File: src/rtl/pwm_multi_avs_if.sv
// Avalon-MM slave bus bundle for the multi-channel PWM block.
// The master drives address/strobes/data; the slave returns readdata and waitrequest.
interface pwm_multi_avs_if;
    logic [7:0]  address;
    logic        read;
    logic        write;
    logic [31:0] writedata;
    logic [31:0] readdata;
    logic        waitrequest;

    modport master (
        output address, read, write, writedata,
        input  readdata, waitrequest
    );

    modport slave (
        input  address, read, write, writedata,
        output readdata, waitrequest
    );
endinterface

File: src/rtl/pwm_multi_avs.sv
// Multi-channel PWM generator with prescaler, edge/center alignment and
// shadowed period/duty registers, controlled over an Avalon-MM slave port.
module pwm_multi_avs #(
    parameter int CH_COUNT  = 8,
    parameter int CNT_WIDTH = 16,
    parameter int PRE_WIDTH = 16
) (
    input  logic                clk_clk,
    input  logic                reset_reset,
    pwm_multi_avs_if.slave      avs_s0,
    output logic [CH_COUNT-1:0] pwm_out,
    output logic                period_irq
);

    localparam logic [7:0] ADDR_CTRL     = 8'h00;
    localparam logic [7:0] ADDR_PERIOD   = 8'h01;
    localparam logic [7:0] ADDR_PRESCALE = 8'h02;
    localparam logic [7:0] ADDR_STATUS   = 8'h03;
    localparam logic [7:0] ADDR_CH_EN    = 8'h04;
    localparam logic [7:0] ADDR_DUTY0    = 8'h10;

    localparam logic [CNT_WIDTH-1:0] CNT_ONE = CNT_WIDTH'(1);
    localparam logic [PRE_WIDTH-1:0] PRE_ONE = PRE_WIDTH'(1);

    typedef enum logic {
        RD_IDLE,
        RD_DATA
    } rd_state_t;

    rd_state_t rd_state, rd_state_next;
    logic      rd_capture;
    logic [31:0] rd_mux, readdata_q;

    logic                 en, center, inv;
    logic [CNT_WIDTH-1:0] period_sh, p_act;
    logic [PRE_WIDTH-1:0] prescale, pre_cnt;
    logic [CH_COUNT-1:0]  ch_en;
    logic [CNT_WIDTH-1:0] duty_sh [CH_COUNT];
    logic [CNT_WIDTH-1:0] d_act   [CH_COUNT];
    logic                 pending, center_act, dir_down;
    logic [CNT_WIDTH-1:0] cnt;

    logic                 wr_ctrl, wr_period, wr_prescale, wr_ch_en, shadow_wr;
    logic [CH_COUNT-1:0]  wr_duty;
    logic                 tick, boundary, xfer, dir_next;
    logic [CNT_WIDTH-1:0] cnt_next;
    logic [CH_COUNT-1:0]  pwm_next;

    // ---------------- bus decode ----------------
    // NOTE: every always_comb output gets a default first, so no path can infer a latch.
    always_comb begin
        wr_ctrl     = avs_s0.write && (avs_s0.address == ADDR_CTRL);
        wr_period   = avs_s0.write && (avs_s0.address == ADDR_PERIOD);
        wr_prescale = avs_s0.write && (avs_s0.address == ADDR_PRESCALE);
        wr_ch_en    = avs_s0.write && (avs_s0.address == ADDR_CH_EN);
        wr_duty     = '0;
        for (int n = 0; n < CH_COUNT; n++) begin
            wr_duty[n] = avs_s0.write && (avs_s0.address == ADDR_DUTY0 + 8'(n));
        end
        shadow_wr = wr_period || (|wr_duty);
    end

    always_comb begin
        rd_mux = '0;
        case (avs_s0.address)
            ADDR_CTRL:     rd_mux[2:0]           = {inv, center, en};
            ADDR_PERIOD:   rd_mux[CNT_WIDTH-1:0] = period_sh;
            ADDR_PRESCALE: rd_mux[PRE_WIDTH-1:0] = prescale;
            ADDR_STATUS:   rd_mux[1:0]           = {dir_down, pending};
            ADDR_CH_EN:    rd_mux[CH_COUNT-1:0]  = ch_en;
            default:       ;
        endcase
        for (int n = 0; n < CH_COUNT; n++) begin
            if (avs_s0.address == ADDR_DUTY0 + 8'(n)) rd_mux[CNT_WIDTH-1:0] = duty_sh[n];
        end
    end

    // Read: one wait cycle captures the data, the second cycle presents it.
    always_comb begin
        rd_state_next = rd_state;
        rd_capture    = 1'b0;
        case (rd_state)
            RD_IDLE: begin
                if (avs_s0.read && !avs_s0.write) begin
                    rd_capture    = 1'b1;
                    rd_state_next = RD_DATA;
                end
            end
            RD_DATA: rd_state_next = RD_IDLE;
            default: rd_state_next = RD_IDLE;
        endcase
    end

    assign avs_s0.waitrequest = rd_capture;
    assign avs_s0.readdata    = readdata_q;

    // NOTE: sequential state is updated with non-blocking assignments only.
    always_ff @(posedge clk_clk) begin
        if (reset_reset) begin
            rd_state   <= RD_IDLE;
            readdata_q <= '0;
        end else begin
            rd_state <= rd_state_next;
            if (rd_capture) readdata_q <= rd_mux;
        end
    end

    // ---------------- register file and shadows ----------------
    assign xfer = pending && (boundary || !en);

    always_ff @(posedge clk_clk) begin
        if (reset_reset) begin
            en        <= 1'b0;
            center    <= 1'b0;
            inv       <= 1'b0;
            period_sh <= '0;
            prescale  <= '0;
            ch_en     <= '0;
            pending   <= 1'b0;
            p_act     <= '0;
            // NOTE: the duty arrays are plain flops, not RAM, so they are reset with the rest.
            for (int n = 0; n < CH_COUNT; n++) begin
                duty_sh[n] <= '0;
                d_act[n]   <= '0;
            end
        end else begin
            if (wr_ctrl)     {inv, center, en} <= avs_s0.writedata[2:0];
            if (wr_period)   period_sh         <= avs_s0.writedata[CNT_WIDTH-1:0];
            if (wr_prescale) prescale          <= avs_s0.writedata[PRE_WIDTH-1:0];
            if (wr_ch_en)    ch_en             <= avs_s0.writedata[CH_COUNT-1:0];
            for (int n = 0; n < CH_COUNT; n++) begin
                if (wr_duty[n]) duty_sh[n] <= avs_s0.writedata[CNT_WIDTH-1:0];
            end
            // The transfer uses pre-edge shadows; a same-edge write stays pending.
            if (xfer) begin
                p_act <= period_sh;
                for (int n = 0; n < CH_COUNT; n++) d_act[n] <= duty_sh[n];
            end
            if (shadow_wr)  pending <= 1'b1;
            else if (xfer)  pending <= 1'b0;
        end
    end

    // ---------------- prescaler and period counter ----------------
    always_comb begin
        tick     = en && (pre_cnt == prescale);
        cnt_next = cnt;
        dir_next = dir_down;
        boundary = 1'b0;
        if (tick) begin
            if (!center_act) begin
                if (cnt >= p_act) begin
                    cnt_next = '0;
                    boundary = 1'b1;
                end else begin
                    cnt_next = cnt + CNT_ONE;
                end
            end else if (!dir_down && (cnt < p_act)) begin
                cnt_next = cnt + CNT_ONE;
            end else if (cnt == '0) begin
                boundary = 1'b1;
            end else begin
                cnt_next = cnt - CNT_ONE;
                boundary = (cnt == CNT_ONE);
                dir_next = (cnt != CNT_ONE);
            end
        end
    end

    always_ff @(posedge clk_clk) begin
        if (reset_reset) begin
            pre_cnt    <= '0;
            cnt        <= '0;
            dir_down   <= 1'b0;
            center_act <= 1'b0;
        end else begin
            if (!en || boundary) center_act <= center;
            if (!en) begin
                pre_cnt  <= '0;
                cnt      <= '0;
                dir_down <= 1'b0;
            end else begin
                pre_cnt  <= tick ? '0 : pre_cnt + PRE_ONE;
                cnt      <= cnt_next;
                dir_down <= dir_next;
            end
        end
    end

    // ---------------- outputs ----------------
    always_comb begin
        pwm_next = '0;
        for (int n = 0; n < CH_COUNT; n++) begin
            pwm_next[n] = en && ch_en[n] && ((cnt < d_act[n]) ^ inv);
        end
    end

    always_ff @(posedge clk_clk) begin
        if (reset_reset) begin
            pwm_out    <= '0;
            period_irq <= 1'b0;
        end else begin
            pwm_out    <= pwm_next;
            period_irq <= boundary;
        end
    end

endmodule

File: src/flat_wrapper.sv
// flat-port wrapper written by rule: the top's interface ports become plain ports
module pwm_multi_avs_flat 
#(
    parameter int CH_COUNT  = 8,
    parameter int CNT_WIDTH = 16,
    parameter int PRE_WIDTH = 16
)
  (clk_clk, reset_reset, pwm_out, period_irq, avs_s0_address, avs_s0_read, avs_s0_write, avs_s0_writedata, avs_s0_readdata, avs_s0_waitrequest);
  pwm_multi_avs_if avs_s0_i ();
  input  logic clk_clk;
  input  logic reset_reset;
  output logic [CH_COUNT-1:0] pwm_out;
  output logic period_irq;
  input wire logic [$bits(avs_s0_i.address)-1:0] avs_s0_address;
  input wire logic [$bits(avs_s0_i.read)-1:0] avs_s0_read;
  input wire logic [$bits(avs_s0_i.write)-1:0] avs_s0_write;
  input wire logic [$bits(avs_s0_i.writedata)-1:0] avs_s0_writedata;
  output wire logic [$bits(avs_s0_i.readdata)-1:0] avs_s0_readdata;
  output wire logic [$bits(avs_s0_i.waitrequest)-1:0] avs_s0_waitrequest;
  assign avs_s0_i.address = avs_s0_address;
  assign avs_s0_i.read = avs_s0_read;
  assign avs_s0_i.write = avs_s0_write;
  assign avs_s0_i.writedata = avs_s0_writedata;
  assign avs_s0_readdata = avs_s0_i.readdata;
  assign avs_s0_waitrequest = avs_s0_i.waitrequest;
  pwm_multi_avs #(.CH_COUNT(CH_COUNT), .CNT_WIDTH(CNT_WIDTH), .PRE_WIDTH(PRE_WIDTH)) u_core (.clk_clk(clk_clk), .reset_reset(reset_reset), .avs_s0(avs_s0_i), .pwm_out(pwm_out), .period_irq(period_irq));
endmodule
File: config.mk
export PLATFORM = sky130hd
export DESIGN_NAME = pwm_multi_avs_flat
export DESIGN_NICKNAME = d
export VERILOG_FILES = /design/src/rtl/pwm_multi_avs_if.sv /design/src/rtl/pwm_multi_avs.sv /design/src/flat_wrapper.sv
export SDC_FILE = /design/constraint.sdc
export NUM_CORES = 1
export LEC_CHECK = 0
export CORE_MARGIN = 2
export CORE_UTILIZATION = 55
export CTS_CLUSTER_DIAMETER = 120
export CTS_CLUSTER_SIZE = 40
export DETAILED_ROUTE_END_ITERATION = 8
export MAX_ROUTING_LAYER = met4
export PLACE_DENSITY = 0.8
export SYNTH_ARGS = -nofsm -noshare
export SYNTH_HDL_FRONTEND = slang
export SYNTH_SLANG_ARGS = --single-unit
File: constraint.sdc
create_clock -name clk_clk -period 15.5 [get_ports clk_clk]
set_input_delay 3.1 -clock clk_clk [delete_from_list [all_inputs] [get_ports clk_clk]]
set_output_delay 3.1 -clock clk_clk [all_outputs]
set_load 0.02 [all_outputs]
### Word-level counts from Yosys, hierarchy flattened

Memories as Yosys holds them, arrays and structs flattened.
Cells that the tools add are included.
Widths: inputs -> output; s select.

* equal/unequal tests: 16
* reduce and logical (&&, ||, !) cells: 45
* shifts and indexed selects: 0
* $add $sub $neg: 3
* magnitude comparators: 10
* mux-type cells: 71
* $mul: 0
* bitwise gates (word level): 28
* div/mod/pow operators: 0

Operator list (number)
* $mux 16: 28
* $lt 16x16->1: 9
* $eq 8x5->1 const B: 8
* $mux 1: 38
* $add 16x1->16 const B: 2
* $logic_and 1x1->1: 32
* $eq 16x1->1 const B: 1
* $eq 16x16->1: 1
* $eq 8x2->1 const B: 2
* $ge 16x16->1: 1
* $logic_not 16->1: 1
* $ne 16x1->1 const B: 1
* $or 1x1->1: 16
* $pmux 8 s2: 1
* $sub 16x1->16 const B: 1
* $pmux 5 s3: 1
* $pmux 2 s5: 1
* $eq 8x1->1 const B: 1
* $eq 8x3->1 const B: 1
* $logic_not 8->1: 1
* $reduce_or 8->1: 1
* $xor 1x1->1: 8
* $not 1->1: 4
* $pmux 1 s4: 1
* 9 further kinds: 12

* register bits after elaboration: 120
* memories: 2
* logic and storage cells: 191
* RAM bits: 256
* bits in latches: 0
* ROM bits: 0

Memory list
* u_core.d_act: words 8, width 16, rd ports 8, clocked after memory_dff 0, write ports 8, line pwm_multi_avs.sv:39 `logic [CNT_WIDTH-1:0] d_act [CH_COUNT];`
* u_core.duty_sh: words 8, width 16, rd ports 8, clocked after memory_dff 0, write ports 8, line pwm_multi_avs.sv:38 `logic [CNT_WIDTH-1:0] duty_sh [CH_COUNT];`

### Logic depth before layout (Yosys ltp)

Gate-level depths: netlist (run 1).

* depth in word-level cells: 11
* mapped depth: 12
* depth with buffers taken out: 9

### Worst setup path after synthesis (run 1)

No wires, ideal clock.

* path type: reg-to-reg
* start point: register u_core.cnt[10]
* end point: memory u_core.d_act[0][0] (enable)
* cell stages (with the launch flop): 10
* required time: 14.708 ns
* arrival: 11.234 ns
* path buffers: 2
* slack: 3.475 ns
* path through: dfxtp_1 > ha_1 > nand4_1 > a211oi_1 > o311ai_0 > o2111a_1 > buf_2 > o31a_2 > buf_2 > o21ai_0

RTL lines
* start, declared: line pwm_multi_avs.sv:41 `logic [CNT_WIDTH-1:0] cnt;`
* start signal, assigned: line pwm_multi_avs.sv:184 `cnt <= cnt_next;`
* end, declared: line pwm_multi_avs.sv:39

### Final worst setup path (run 1)

* start point: input port avs_s0_write
* end point: output port avs_s0_waitrequest

* longest elaborated chain between the ends: 4

Ends and longest elaborated chain
* start, declared: line flat_wrapper.sv:16 `input wire logic [$bits(avs_s0_i.write)-1:0] avs_s0_write;`
* $logic_not 1->1: line pwm_multi_avs.sv:84 `if (avs_s0.read && !avs_s0.write) begin`
* $logic_and 1x1->1: line pwm_multi_avs.sv:84
* $mux 1: line pwm_multi_avs.sv:84
* $mux 1: line pwm_multi_avs.sv:82 `case (rd_state)`
* end, declared: line flat_wrapper.sv:19 `output wire logic [$bits(avs_s0_i.waitrequest)-1:0] avs_s0_waitrequest;`

No other way between the ends.

==> flow_summary.yaml, run 1 <==
route:
  drc: 0
  antenna_left: 0
  wl_per_cell_um: 23.8
  drt_iter0_markers: 2547
  via_count: 15400
  vias_per_cell: 6.42
  dr.pass1.iters: 8
  finalWirelength_um: 57100
critical_path:
  critPathCaptureType: "output port"
  r2r_start: "u_core.cnt[7]"
  ff2ff_path_depth: 9
  rrSetupSlack_ps: 10350
  start_kind: "input port"
  r2r_end: "u_core.d_act[1][40]"
  path_cells: "clkdlybuf4s50_1, or3b_2, inv_1, clkdlybuf4s50_1"
  slowest_delay_ps: 940
  crit_type: "in -> out"
  path_common_cell: "clkdlybuf4s50_1"
  cp_slowest_cell: "or3b_2"
  cp.required_ps: 12400
  arrival_ps: 6270
  crit_fanout: 22
global_route:
  first_global_vias: 14600
  grt_pass1_wl_um: 84600
  grt.total_usage: 0.316
  antenna_found_initial: 0
  grt_max_degree: 96
  grt-ovfl-total: 0
timing:
  setup-tns-final_ps: 0
  drv_slew: 0
  hold_viol_final: 0
  rsz0062_at_grt: "false"
  worst_pin_slew_ps: 1090
  relSlewSlack: 0.276
  max_freq_mhz: 107
  setup_violations: 0
  post-route-min-period_ps: 9370
  period_share: 0.604
  finClkSkew_ps: 34.6
layout:
  final_nets: 2123
  final_cell_mix: "edfxtp_1 (256), inv_1 (171), nand2_1 (169), nor2_1 (164), ha_1 (141)"
  n_fill_cell: 2881
  design_area_sq_um: 20800
  diodes: 0
  layout-drive-gt1-share: 0.0329
  final_common_cell: "edfxtp_1"
  syn_to_final_growth_pct: 6.45
hold_path:
  hp-class: "reg -> reg"
  min_to: "u_core.avs_s0.readdata[11]"
  min_from: "u_core.avs_s0.readdata[11]"
  hold_depth: 2
synth:
  syn_area_sq_um: 19500
  ys_seq_area_frac: 0.517
  yosys_warnings: 0
  netlist.area_leader.share: 0.394
  synth_xor_area_frac: 0.0162
  syn_area_per_cell_sq_um: 10.1
  synth_top_area_cell: "edfxtp_1"
  syn-instance-count: 1936
  ys_seq_elements: 376
  synth_ff_type: "edfxtp_1"
  synth_top_family_by_area: "simple AND/OR/NAND/NOR gates"
  muxShareOfSynthArea: 0.0140
  synthAdderAreaFrac: 0.0905
  synth-async-reset-ratio: 0
  synth-simple-area-share: 0.173
  synth_edf_count: 256
  synth_cell_types: 71
  synthTopCellsByArea: "edfxtp_1 (39%), dfxtp_1 (12%), ha_1 (9.0%)"
  synth_compound_area_frac: 0.128
pwr:
  peakVddDrop_v: 0.000109
  p_leak_nw: 8.16
  p_per_area_nw_per_um2: 82.5
floorplan:
  pin_count: 86
  rows: 68
  initial_core_util: 0.562
  coreArea_sq_um: 34700
  die_x_um: 192
  dieArea_sq_um: 37000
  die_h_um: 192
run:
  drv_cap: 0
clock_tree:
  cts_setup_buffers: 0
  root_buffer: "clkbuf_16"
  clock_path_buffers: 3
  clkTransAtPathRegs_ps: 140
  h-tree-depth: 1
  postCtsHoldBufs: 0
  ctsResizeCount: 0
  cts_buffers: 13
  cts_tree: "yes"
  clkSinkCount: 376
  insertion_delay_ps: 550
place:
  dp_hpwl_um: 40300
  place_area_sq_um: 20400
  io_buffer_count: 53
  gp_congestion: 0.963
run_status:
  status: "finished, final reports clean"
[worst max-delay path by stage]
| stage | endpoint | slack [ps] | startpoint |
|---|---|---|---|
| after floorplan | u_core.d_act[0][0] | 3470 | u_core.cnt[10] |
| after global placement | avs_s0_waitrequest | 6310 | avs_s0_write |
| after detailed placement | avs_s0_waitrequest | 6270 | avs_s0_write |
| after CTS | avs_s0_waitrequest | 6260 | avs_s0_write |
| after global routing | avs_s0_waitrequest | 6160 | avs_s0_write |
| final | avs_s0_waitrequest | 6130 | avs_s0_write |
[kinds of logic after synthesis]
family	count (synthesis)
adders and majority gates	141
muxes	26
xor gates and xnor gates	36
and+or+nand+nor	677
DFF	376
AOI/OAI and AO/OA	396
buffers and inverters	283
other	1
[power by group]
| part | internal (mW) | switching, mW | total (mW) |
|---|---|---|---|
| sequential | 1.11 | 0.0186 | 1.13 |
| combinational | 0.0285 | 0.0740 | 0.103 |
| clock | 0.174 | 0.310 | 0.484 |
[synthesized netlist by cell type, drive strengths merged (13+ instances only)]
cell type	count
dfxtp	120
nand4	15
nand2b	14
inv	171
mux2i	25
a21o	25
xor2	17
o211ai	15
nor3	15
and3	20
buf	31
nand2	169
o21ai	89
edfxtp	256
a211oi	16
a21oi	134
clkbuf	81
and2	105
a22oi	22
nand3	69
nor4	19
xnor2	19
nor2	164
o22ai	13
ha	141
nor2b	45
[per-layer routing]
layer  routed length [um]  GRT usage
met5                    0          -
met4                 3050      0.142
met3                 6630     0.0515
met2                26400      0.507
met1                21100      0.396
[flip-flops by register name, summed over array words and instances, names as in the netlist, 8 cells and up]
register,cells
u_core.d_act,128
u_core.duty_sh,128
u_core.avs_s0.readdata,16
u_core.cnt,16
u_core.p_act,16
u_core.period_sh,16
u_core.pre_cnt,16
u_core.prescale,16
u_core.ch_en,8
u_core.pwm_out,8
[cell type report]
type | count | area [sq um] | area share
sequential | 376 | 10100 | 0.486
multi-input combinational | 1292 | 8310 | 0.400
inverter | 171 | 642 | 0.0309
timing repair buffer | 84 | 756 | 0.0364
clock buffer | 20 | 373 | 0.0180
clock inverter | 1 | 20.0 | 0.000964
tap | 455 | 569 | 0.0274
[metrics by stage]
| step | util | std cells | setup slack [ps] | total power, mW | hold slack, ps |
|---|---|---|---|---|---|
| floorplan | - | 1951 | 3470 | 1.21 | 445 |
| global placement | 0.587 | 2378 | 6310 | 1.24 | 446 |
| detailed placement | 0.587 | 2378 | 6270 | 1.25 | 448 |
| CTS | 0.598 | 2399 | 6260 | 1.71 | 471 |
| global route | 0.598 | 2399 | 6160 | 1.75 | 488 |
| finish | 0.598 | 2399 | 6130 | 1.71 | 469 |
[critical path, delay by kind of cell]
kind / cells / cell delay, ps
buffers and inverters: 3 / 2210
AND/OR/NAND/NOR: 1 / 940
Note: power is estimated with default switching activity, not from simulation.
==> inputs of run 2 (changes only) <==
--- a/config.mk
+++ b/config.mk
@@ -11,7 +11,7 @@
 export CTS_CLUSTER_SIZE = 40
 export DETAILED_ROUTE_END_ITERATION = 8
 export MAX_ROUTING_LAYER = met4
-export PLACE_DENSITY = 0.8
+export PLACE_DENSITY = 0.83
 export SYNTH_ARGS = -nofsm -noshare
 export SYNTH_HDL_FRONTEND = slang
 export SYNTH_SLANG_ARGS = --single-unit
==> constraint.sdc (replaced) <==
create_clock -name clk_clk -period 7.6 [get_ports clk_clk]
set_input_delay 1.52 -clock clk_clk [delete_from_list [all_inputs] [get_ports clk_clk]]
set_output_delay 1.52 -clock clk_clk [all_outputs]
set_load 0.02 [all_outputs]
==> run 2 against run 1 <==
  * Clock skew increased by 1.3 ps
  * Final cell count increased by 0.25%
  * Count of clock-buffer cells in the layout decreased by 1
  * Utilization increased by 0.072 points
  * First-iteration DRC count decreased by 1.3%
  * Flip-flop and latch count unchanged
  * Sequential power increased by 100%
  * Setup slack got worse by 4100 ps
  * Register-to-register slack got worse by 7800 ps
  * Sequential share of layout area decreased by 0.058 points
  * Wire length increased by 1.6%
==> flow_summary.yaml, run 2 (synthesized netlist as in run 1, its figures left out) <==
route:
  wl_per_cell_um: 24.1
  antenna_left: 0
  drc: 0
  via_count: 15500
  drt_iter0_markers: 2513
  finalWirelength_um: 58000
  vias_per_cell: 6.44
  dr.pass1.iters: 7
place:
  gp_congestion: 1.02
  io_buffer_count: 53
  dp_hpwl_um: 41300
floorplan:
  dieArea_sq_um: 37000
  rows: 68
  initial_core_util: 0.562
  die_h_um: 192
  pin_count: 86
  coreArea_sq_um: 34700
  die_x_um: 192
critical_path:
  arrival_ps: 4080
  crit_type: "in -> out"
  cp.required_ps: 6080
  path_cells: "clkdlybuf4s50_1, buf_4, or3b_2, inv_1, clkdlybuf4s50_1"
  start_kind: "input port"
  slowest_delay_ps: 720
  crit_fanout: 22
  critPathCaptureType: "output port"
  path_common_cell: "clkdlybuf4s50_1"
  cp_slowest_cell: "clkdlybuf4s50_1"
run_status:
  status: "finished, final reports clean"
timing:
  hold_viol_final: 0
  post-route-min-period_ps: 5600
  setup-tns-final_ps: 0
  relSlewSlack: 0.129
  period_share: 0.737
  finClkSkew_ps: 36.0
  worst_pin_slew_ps: 1290
  drv_slew: 0
  hold_slack_ps: 466
  rsz0062_at_grt: "false"
  setup_violations: 0
  max_freq_mhz: 179
clock_tree:
  clock_path_buffers: 3
  postCtsHoldBufs: 0
  clkTransAtPathRegs_ps: 120
  cts_tree: "yes"
  cts_buffers: 13
  root_buffer: "clkbuf_16"
  ctsResizeCount: 0
  insertion_delay_ps: 540
  h-tree-depth: 1
  cts_setup_buffers: 0
  clkSinkCount: 376
layout:
  top_regs: "u_core.d_act (128), u_core.duty_sh (128)"
  final_nets: 2127
  syn_to_final_growth_pct: 6.58
  final_cell_mix: "edfxtp_1 (256), inv_1 (171), nand2_1 (169), nor2_1 (164), ha_1 (141)"
  n_fill_cell: 2766
  final_common_cell: "edfxtp_1"
  regArea_sq_um: 10100
  multi_input_area_sq_um: 8310
  layout-drive-gt1-share: 0.0349
global_route:
  grt_max_degree: 96
  first_global_vias: 14600
  grt.total_usage: 0.322
  antenna_found_initial: 2
  grt-ovfl-total: 0
  grt_pass1_wl_um: 85800
pwr:
  p_leak_nw: 8.18
  p_total_mw: 3.47
  p_per_area_nw_per_um2: 167
  peakVddDrop_v: 0.000216
run:
  drv_cap: 0
hold_path:
  hp-class: "reg -> reg"
[run 2: cell count changes in the layout (fill, tap and decap cells not counted)]
cell and change:
buf_4 +4, diode_2 +2, clkbuf_16 -1, clkinv_16 +1
clkinv_2 +1, inv_16 -1, o21ai_0 +1, o21ai_1 -1
[run 2: report_power, final]
part | internal (mW) | total (mW) | switching, mW
Sequential | 2.26 | 2.31 | 0.0489
Clock | 0.335 | 0.956 | 0.621
Combinational | 0.0596 | 0.207 | 0.148
[run 2: worst max-delay path: cells and delay by family]
kind	cells	cell delay, ps
buf+inv	4	1840
simple gates	1	710
[run 2: layout make-up]
type | instances | area share
Timing Repair Buffer | 88 | 0.0378
Multi-Input combinational cell | 1292 | 0.400
Tap cell | 455 | 0.0274
Sequential cell | 376 | 0.485
Antenna cell | 2 | 0.000241
Clock inverter | 2 | 0.00169
Inverter | 171 | 0.0309
Clock buffer | 19 | 0.0167
[run 2: metrics by stage]
stage	instance area, sq um	utilization	setup WS, ps	cells
2_1_floorplan	19600	-	1510	1951
3_3_place_gp	20400	0.588	2090	2382
3_5_place_dp	20400	0.588	2070	2382
4_1_cts	20800	0.599	2060	2403
5_1_grt	20800	0.599	1910	2405
6_report	20800	0.599	2000	2405
[run 2: metal layers]
layer,global-route usage,up-vias,wire (um),share of wire
li1,-,6802,-,-
met1,0.420,7309,21300,0.37
met2,0.475,1121,25100,0.43
met3,0.0771,260,8050,0.14
met4,0.154,0,3620,0.062
met5,-,-,0,0
[run 2: worst paths after layout]
kind                                  start                   endpoint  slack (ps)  cells after the start
setup / recovery               avs_s0_write         avs_s0_waitrequest        2000                      5
hold / removal    u_core.avs_s0.readdata[8]  u_core.avs_s0.readdata[8]         470                      2
setup reg to reg              u_core.cnt[0]        u_core.d_act[1][36]        2520                      9
hold reg to reg   u_core.avs_s0.readdata[8]  u_core.avs_s0.readdata[8]         470                      2
